File: config.mk
export PLATFORM = sky130hd
export DESIGN_NAME = stream_window_gen
export DESIGN_NICKNAME = d
export VERILOG_FILES = /design/src/rtl/stream_window_gen.sv
export SDC_FILE = /design/constraint.sdc
export NUM_CORES = 1
export LEC_CHECK = 0
export ABC_AREA = 1
export ABC_CLOCK_PERIOD_IN_PS = 2440
export CAP_MARGIN = 20
export CORE_AREA = 2 2 146 148
export CTS_CLUSTER_SIZE = 20
export DETAILED_ROUTE_END_ITERATION = 16
export DIE_AREA = 0 0 148 150
export PLACE_DENSITY_LB_ADDON = 0.12
export SETUP_SLACK_MARGIN = 0.5
export SLEW_MARGIN = 20
export SYNTH_ARGS = -nofsm -noshare
export SYNTH_HDL_FRONTEND = slang
export SYNTH_SLANG_ARGS = --single-unit
File: constraint.sdc
create_clock -name clk -period 2.44 [get_ports clk]
set_clock_uncertainty 0.05 [all_clocks]
set_input_delay 0.366 -clock clk [delete_from_list [all_inputs] [get_ports clk]]
set_output_delay 0.366 -clock clk [all_outputs]
set_load 0.02 [all_outputs]
File: src/rtl/stream_window_gen.sv
// Streaming K x K window generator: K-1 line buffers feed a K x K shift window, and
// every STRIDE-aligned valid-padding position is emitted with its frame coordinates.
module stream_window_gen #(
  parameter int WORD_SIZE   = 8,
  parameter int CHANNELS    = 1,
  parameter int KERNEL_SIZE = 3,
  parameter int IMG_WIDTH   = 10,
  parameter int IMG_HEIGHT  = 10,
  parameter int STRIDE      = 1,
  localparam int PW = WORD_SIZE * CHANNELS,
  localparam int K  = KERNEL_SIZE,
  localparam int RW = $clog2(IMG_HEIGHT),
  localparam int CW = $clog2(IMG_WIDTH)
) (
  input  logic                            clk,
  input  logic                            rst_n,
  input  logic [PW-1:0]                   in_pixel,
  input  logic                            in_sof,
  input  logic                            in_valid,
  output logic                            in_ready,
  output logic [K-1:0][K-1:0][PW-1:0]     win_out,
  output logic [RW-1:0]                   win_row,
  output logic [CW-1:0]                   win_col,
  output logic                            win_last,
  output logic                            out_valid,
  input  logic                            out_ready
);

  localparam int PHW = (STRIDE > 1) ? $clog2(STRIDE) : 1;
  localparam logic [PHW-1:0] PH_LAST  = PHW'(STRIDE - 1);
  localparam logic [RW-1:0]  ROW_K1   = RW'(K - 1);
  localparam logic [CW-1:0]  COL_K1   = CW'(K - 1);
  localparam logic [RW-1:0]  ROW_LAST = RW'(IMG_HEIGHT - 1);
  localparam logic [CW-1:0]  COL_LAST = CW'(IMG_WIDTH - 1);
  // Bottom-right coordinates of the final stride-aligned window of a frame.
  localparam logic [RW-1:0]  ROW_WIN_LAST = RW'(K - 1 + ((IMG_HEIGHT - K) / STRIDE) * STRIDE);
  localparam logic [CW-1:0]  COL_WIN_LAST = CW'(K - 1 + ((IMG_WIDTH - K) / STRIDE) * STRIDE);

  logic [RW-1:0]  row_reg, row_eff, row_next;
  logic [CW-1:0]  col_reg, col_eff, col_next;
  logic [PHW-1:0] rph_reg, rph_eff, rph_next;
  logic [PHW-1:0] cph_reg, cph_eff, cph_next;
  logic           accept, emit;
  logic [K-1:0][PW-1:0]   col_vec;
  logic [K-1:0][PW-1:0]   win_reg [K];
  logic                   out_valid_reg, win_last_reg;
  logic [RW-1:0]          win_row_reg;
  logic [CW-1:0]          win_col_reg;

  assign in_ready = !out_valid_reg || out_ready;
  assign accept   = in_valid && in_ready;

  // A start-of-frame pixel is forced to (0,0) with both stride phases cleared.
  assign row_eff = in_sof ? '0 : row_reg;
  assign col_eff = in_sof ? '0 : col_reg;
  assign rph_eff = in_sof ? '0 : rph_reg;
  assign cph_eff = in_sof ? '0 : cph_reg;

  assign emit = accept && (row_eff >= ROW_K1) && (col_eff >= COL_K1)
                && (rph_eff == '0) && (cph_eff == '0);

  // Phases only start counting once the position reaches K-1 in that axis.
  always_comb begin
    col_next = col_eff + CW'(1);
    cph_next = (cph_eff == PH_LAST) ? '0 : cph_eff + PHW'(1);
    row_next = row_eff;
    rph_next = rph_eff;
    if (col_eff < COL_K1) begin
      cph_next = '0;
    end
    if (col_eff == COL_LAST) begin
      col_next = '0;
      cph_next = '0;
      row_next = row_eff + RW'(1);
      rph_next = (rph_eff == PH_LAST) ? '0 : rph_eff + PHW'(1);
      if (row_eff < ROW_K1) begin
        rph_next = '0;
      end
      if (row_eff == ROW_LAST) begin
        row_next = '0;
        rph_next = '0;
      end
    end
  end

  always_ff @(posedge clk or negedge rst_n) begin
    if (!rst_n) begin
      row_reg <= '0;
      col_reg <= '0;
      rph_reg <= '0;
      cph_reg <= '0;
    end else if (accept) begin
      row_reg <= row_next;
      col_reg <= col_next;
      rph_reg <= rph_next;
      cph_reg <= cph_next;
    end
  end

  assign col_vec[K-1] = in_pixel;

  genvar gi;
  generate
    // Line buffer gi holds frame row (r-K+1+gi) at each column; data shifts up one row per accept.
    for (gi = 0; gi < K - 1; gi++) begin : g_line
      logic [PW-1:0] mem [IMG_WIDTH];
      assign col_vec[gi] = mem[col_eff];
      always_ff @(posedge clk) begin
        if (accept) begin
          mem[col_eff] <= col_vec[gi+1];
        end
      end
    end

    for (gi = 0; gi < K; gi++) begin : g_win
      always_ff @(posedge clk or negedge rst_n) begin
        if (!rst_n) begin
          win_reg[gi] <= '0;
        end else if (accept) begin
          win_reg[gi] <= {col_vec[gi], win_reg[gi][K-1:1]};
        end
      end
      assign win_out[gi] = win_reg[gi];
    end
  endgenerate

  always_ff @(posedge clk or negedge rst_n) begin
    if (!rst_n) begin
      out_valid_reg <= 1'b0;
      win_row_reg   <= '0;
      win_col_reg   <= '0;
      win_last_reg  <= 1'b0;
    end else if (emit) begin
      out_valid_reg <= 1'b1;
      win_row_reg   <= row_eff - ROW_K1;
      win_col_reg   <= col_eff - COL_K1;
      win_last_reg  <= (row_eff == ROW_WIN_LAST) && (col_eff == COL_WIN_LAST);
    end else if (out_ready) begin
      out_valid_reg <= 1'b0;
    end
  end

  assign out_valid = out_valid_reg;
  assign win_row   = win_row_reg;
  assign win_col   = win_col_reg;
  assign win_last  = win_last_reg;

endmodule

**Word-level counts from Yosys, hierarchy flattened**

Memories as Yosys holds them, arrays and structs flattened. A register that Yosys moved wholly into a read port is not among the register bits.
Index checks and enable logic that the tools add are counted.

- Bits in read-only memories: 0
- Memories: 2
- Register bits after elaboration: 84
- Bits in latches: 0
- Input bits: 13
- Output and inout bits: 83
- Logic and storage cells: 60
- Bits in writable memories: 160

- Bitwise operators: 2
- Add/sub/neg operators: 6
- Div/mod/pow operators: 0
- Equality and inequality tests: 2
- Mux-type cells: 18
- Order comparisons: 4
- Reduce and logical (&&, ||, !) cells: 10
- $mul: 0
- Shift operators: 0

Memory list:

| name | depth | width | read ports | clocked after memory_dff | wr ports | line | source |
|---|---|---|---|---|---|---|---|
| g_line[0].mem | 10 | 8 | 1 | 1 | 1 | 106 | `logic [PW-1:0] mem [IMG_WIDTH];` |
| g_line[1].mem | 10 | 8 | 1 | 0 | 1 | 106 |  |

Operators with widths:

| kind | count |
|---|---|
| $mux W4 | 5 |
| $mux W1 | 13 |
| $add A4 B1 Y4 const B | 2 |
| $eq A4 B4 Y1 const B | 2 |
| $ge A4 B2 Y1 const B | 2 |
| $lt A4 B2 Y1 const B | 2 |
| $sub A4 B2 Y4 const B | 2 |
| $logic_and A1 B1 Y1 | 6 |
| $add A1 B1 Y1 const B | 2 |
| $logic_not A1 Y1 | 2 |
| $not A1 Y1 | 2 |
| $reduce_bool A2 Y1 | 1 |
| $logic_or A1 B1 Y1 | 1 |

**Depth between registers and ports, before layout**

- Depth in word-level cells: 8
- Depth in mapped cells: 12

**Worst setup path after synthesis**

No wires, ideal clock.

- Kind: in2reg
- From: input port in_sof
- To: memory g_line[0].mem[4][0] (netlist name), enable pin
- Library setup time: 0.409 ns
- Stages on the path: 7
- Path slack: -0.259 ns
- Arrival time: 2.240 ns
- Buffers on the path: 2
- Cells stage by stage: buf_6 > nor2_8 > inv_2 > nor2_4 > buf_6 > inv_1 > nor3_1

- Word-level cells in the longest chain between the ends: 1

RTL lines:

| what | line | source |
|---|---|---|
| start: declaration | 18 | `input logic in_sof,` |
| $mux W4 | 55 | `assign col_eff = in_sof ? '0 : col_reg;` |
| end: declaration | 106 |  |

Every way passes these cells.

**Worst setup path in the final report**

- From: register win_reg, in the netlist win_out[5]
- To: output port win_out[5] (netlist name)

RTL lines:

| what | line | source |
|---|---|---|
| start: declaration | 45 | `logic [K-1:0][PW-1:0] win_reg [K];` |
| start signal: indexed assignment | 120 | `win_reg[gi] <= {col_vec[gi], win_reg[gi][K-1:1]};` |
| end: declaration | 21 | `output logic [K-1:0][K-1:0][PW-1:0] win_out,` |

No word-level cell between the ends.

==> flow_metrics.env <==
export IMPL_cts_clk_slew_worst_paths_ns=0.06
export IMPL_grt_ovfl_total=0
export IMPL_antenna_left=0
export IMPL_synth_top_family_by_area="simple AND/OR/NAND/NOR gates"
export IMPL_io_pins=96
export IMPL_maxCapViolations=0
export IMPL_cp_end_kind="output pin"
export IMPL_h_tree_depth=1
export IMPL_io_buffers=95
export IMPL_cp_arrival_ns=1.49
export IMPL_synthAdderAreaFrac_pct=0.3579
export IMPL_synthTopCellsByArea="edfxtp_1 (46%), dfrtp_1 (22%), nand2_1 (18%)"
export IMPL_cts_buffer_depth=3
export IMPL_slew_limit_headroom_pct=61.78
export IMPL_final_hold_viol_count=0
export IMPL_muxShareOfSynthArea_pct=0
export IMPL_critPathMaxFanout=2
export IMPL_seq_area_frac_synth_pct=67.52
export IMPL_syn_to_final_growth_pct=23.15
export IMPL_status="complete, no violations"
export IMPL_grt_pass1_vias=7012
export IMPL_p_leak_nw=6.100
export IMPL_yosys_most_used_dff="edfxtp_1"
export IMPL_fin_total_pwr_mw=11.19
export IMPL_worstPathRequired_ns=2.02
export IMPL_antenna_found_initial=0
export IMPL_top_register="g_line.mem"
export IMPL_tritoncts="done"
export IMPL_core_rowCount=53
export IMPL_cts_buffers=27
export IMPL_via_per_inst=5.076
export IMPL_netlist_instances=996
export IMPL_critPathSlowestCell="clkdlybuf4s50_1"
export IMPL_whs_ns=0.2483
export IMPL_die_w_um=148
export IMPL_track_usage_pct=22.04
export IMPL_ff2ff_path_depth=7
export IMPL_syn_area_sq_um=10490
export IMPL_synth_avg_cell_area_sq_um=10.53
export IMPL_worst_slew_pin_slew_ns=0.5714
export IMPL_powerDensity_nw_per_um2=866.1
export IMPL_synth_top_cell_area_share_pct=45.81
export IMPL_drcViolationCount=0
export IMPL_cp_top_family="buffers and inverters"
export IMPL_synth_compound_area_share_pct=2.648
export IMPL_ys_ff_latch=251
export IMPL_grt_first_pass_wirelength_um=38170
export IMPL_cts_sinks=251
export IMPL_clk_latency_ns=0.53
export IMPL_synth_cell_types=35
export IMPL_timing_rr_start="col_reg[2]"
export IMPL_wl_per_cell_um=16.99
export IMPL_drt_total_wl_um=24000
export IMPL_path_cells="clkdlybuf4s50_1"
export IMPL_root_buffer="clkbuf_16"
export IMPL_antennaDiodeCount=0
export IMPL_fmaxAchievable_mhz=525.9
export IMPL_largest_reg_flops=160
export IMPL_drv_slew=0
export IMPL_fin_tns_setup_ns=0
export IMPL_initial_core_util_pct=50.70
export IMPL_setup_viol=0
export IMPL_multi_input_area_sq_um=3038
export IMPL_synth_simple_area_share_pct=24.32
export IMPL_cpPeakStageDelay_ns=0.61
export IMPL_path_buf_inv=1
export IMPL_die_h_um=150
export IMPL_drive_gt1_share_pct=11.78
export IMPL_drt_first_pass_iters=5
export IMPL_hp_class="in2async"
export IMPL_seqCellArea_sq_um=7082
export IMPL_coreArea_sq_um=20690
export IMPL_grt_max_degree=81
export IMPL_synth_fp_nets=1012
export IMPL_peakVddDrop_uv=630.5
export IMPL_drt_iter0_markers=579
export IMPL_synthXorXnorAreaFrac_pct=0.4175
export IMPL_min_period_ns=1.901
export IMPL_synth_async_reset_ratio_pct=36.25
export IMPL_hpwl_um=15400
export IMPL_min_period_over_period_pct=77.93
export IMPL_vias=7173
export IMPL_post_cts_setup_buffers=0
export IMPL_finalNetCount=1135
export IMPL_synth_top_cell_by_area="edfxtp_1"
export IMPL_yosysWarnings=0
export IMPL_r2r_end="g_line[1].mem[4][6]"
export IMPL_regToRegSetupSlack_ns=0.58
export IMPL_synth_edf_count=160
export IMPL_design_die_area_sq_um=22200
export IMPL_fillers=1706
export IMPL_critical_path_class="reg2out"
export IMPL_rsz0062_at_grt="true"
export IMPL_place_gp_congestion=0.8123
export IMPL_crit_start="win_out[5]"
export IMPL_cp_start_kind="flop"
-- power by group --
group,internal [mW],switching (mW)
registers,5.02,0.216
logic,0.833,1.42
clock network,2.12,1.58
total,7.97,3.22
-- Yosys cell counts, types with 2 or more instances --
| library cell | count |
|---|---|
| nand4_1 | 2 |
| nor2_1 | 32 |
| nor2_8 | 4 |
| xor2_1 | 5 |
| nand2_1 | 496 |
| nor3_1 | 4 |
| buf_6 | 14 |
| o21ai_2 | 9 |
| ha_1 | 3 |
| nor2_4 | 2 |
| o21ai_0 | 30 |
| edfxtp_1 | 160 |
| buf_4 | 5 |
| inv_4 | 2 |
| inv_1 | 31 |
| nand3_2 | 8 |
| nand2_8 | 2 |
| buf_2 | 21 |
| nand2_2 | 5 |
| clkbuf_1 | 5 |
| nand3_1 | 48 |
| a21oi_1 | 5 |
| dfrtp_1 | 91 |
-- through the flow --
step | setup slack [ns] | util, % | instance area (sq um) | instances
global route | 0.4769 | 62.43 | 12920 | 1413
detailed placement | 0.04586 | 58.06 | 12010 | 1364
floorplan | 0.3789 | - | 10570 | 996
CTS | 0.5004 | 61.73 | 12770 | 1413
finish | 0.5386 | 62.43 | 12920 | 1413
global placement | 0.05777 | 58.06 | 12010 | 1364
-- what timing repair did --
item	CTS	global route
hold buffers	1	0
setup endpoints to repair	40	125
gates resized for setup	40	43
endpoints found under the hold margin	25	0
-- kinds of logic after synthesis --
group / after synthesis
fa+ha+maj: 3
buf+inv: 83
simple gates: 607
compound gates: 47
flops: 251
xor+xnor: 5
-- worst max-delay path by stage --
stage,cells past startpoint,slack [ns],endpoint
2_1_floorplan,6,0.38,g_line[0].mem[3][0]
3_3_place_gp,8,0.06,g_line[1].mem[4][5]
3_5_place_dp,9,0.05,g_line[1].mem[2][6]
4_1_cts,1,0.50,win_out[16]
5_1_grt,9,0.48,g_line[0].mem[2][5]
6_report,1,0.54,win_out[5]
-- cells in the final DEF, fill, tap and decap left out, types with 5 or more instances in the layout --
master,instances
a21oi_1,5
buf_12,13
buf_4,29
clkbuf_1,8
clkbuf_16,27
clkdlybuf4s50_1,23
clkinv_2,8
dfrtp_1,91
dlygate4sd2_1,40
dlymetal6s2s_1,31
edfxtp_1,160
inv_1,29
nand2_1,495
nand2_2,5
nand3_1,48
nand3_4,8
nor2_1,27
o21ai_0,30
o21ai_2,9
xor2_1,5
-- layout make-up --
cell class	count	share of cell area (%)
Timing Repair Buffer	140	11.54
Tap cell	275	2.664
Clock inverter	10	0.3971
Clock buffer	38	5.783
Multi-Input combinational cell	662	23.52
Sequential cell	251	54.82
Inverter	37	1.279
-- per-layer routing --
metal / GRT usage [%] / part of all wire, %
met4: 6.190 / 1.5
met5: 0 / 0
met1: 31.13 / 44
met2: 36.09 / 49
met3: 3.110 / 5.4
Power figures use the tool's default switching activity.
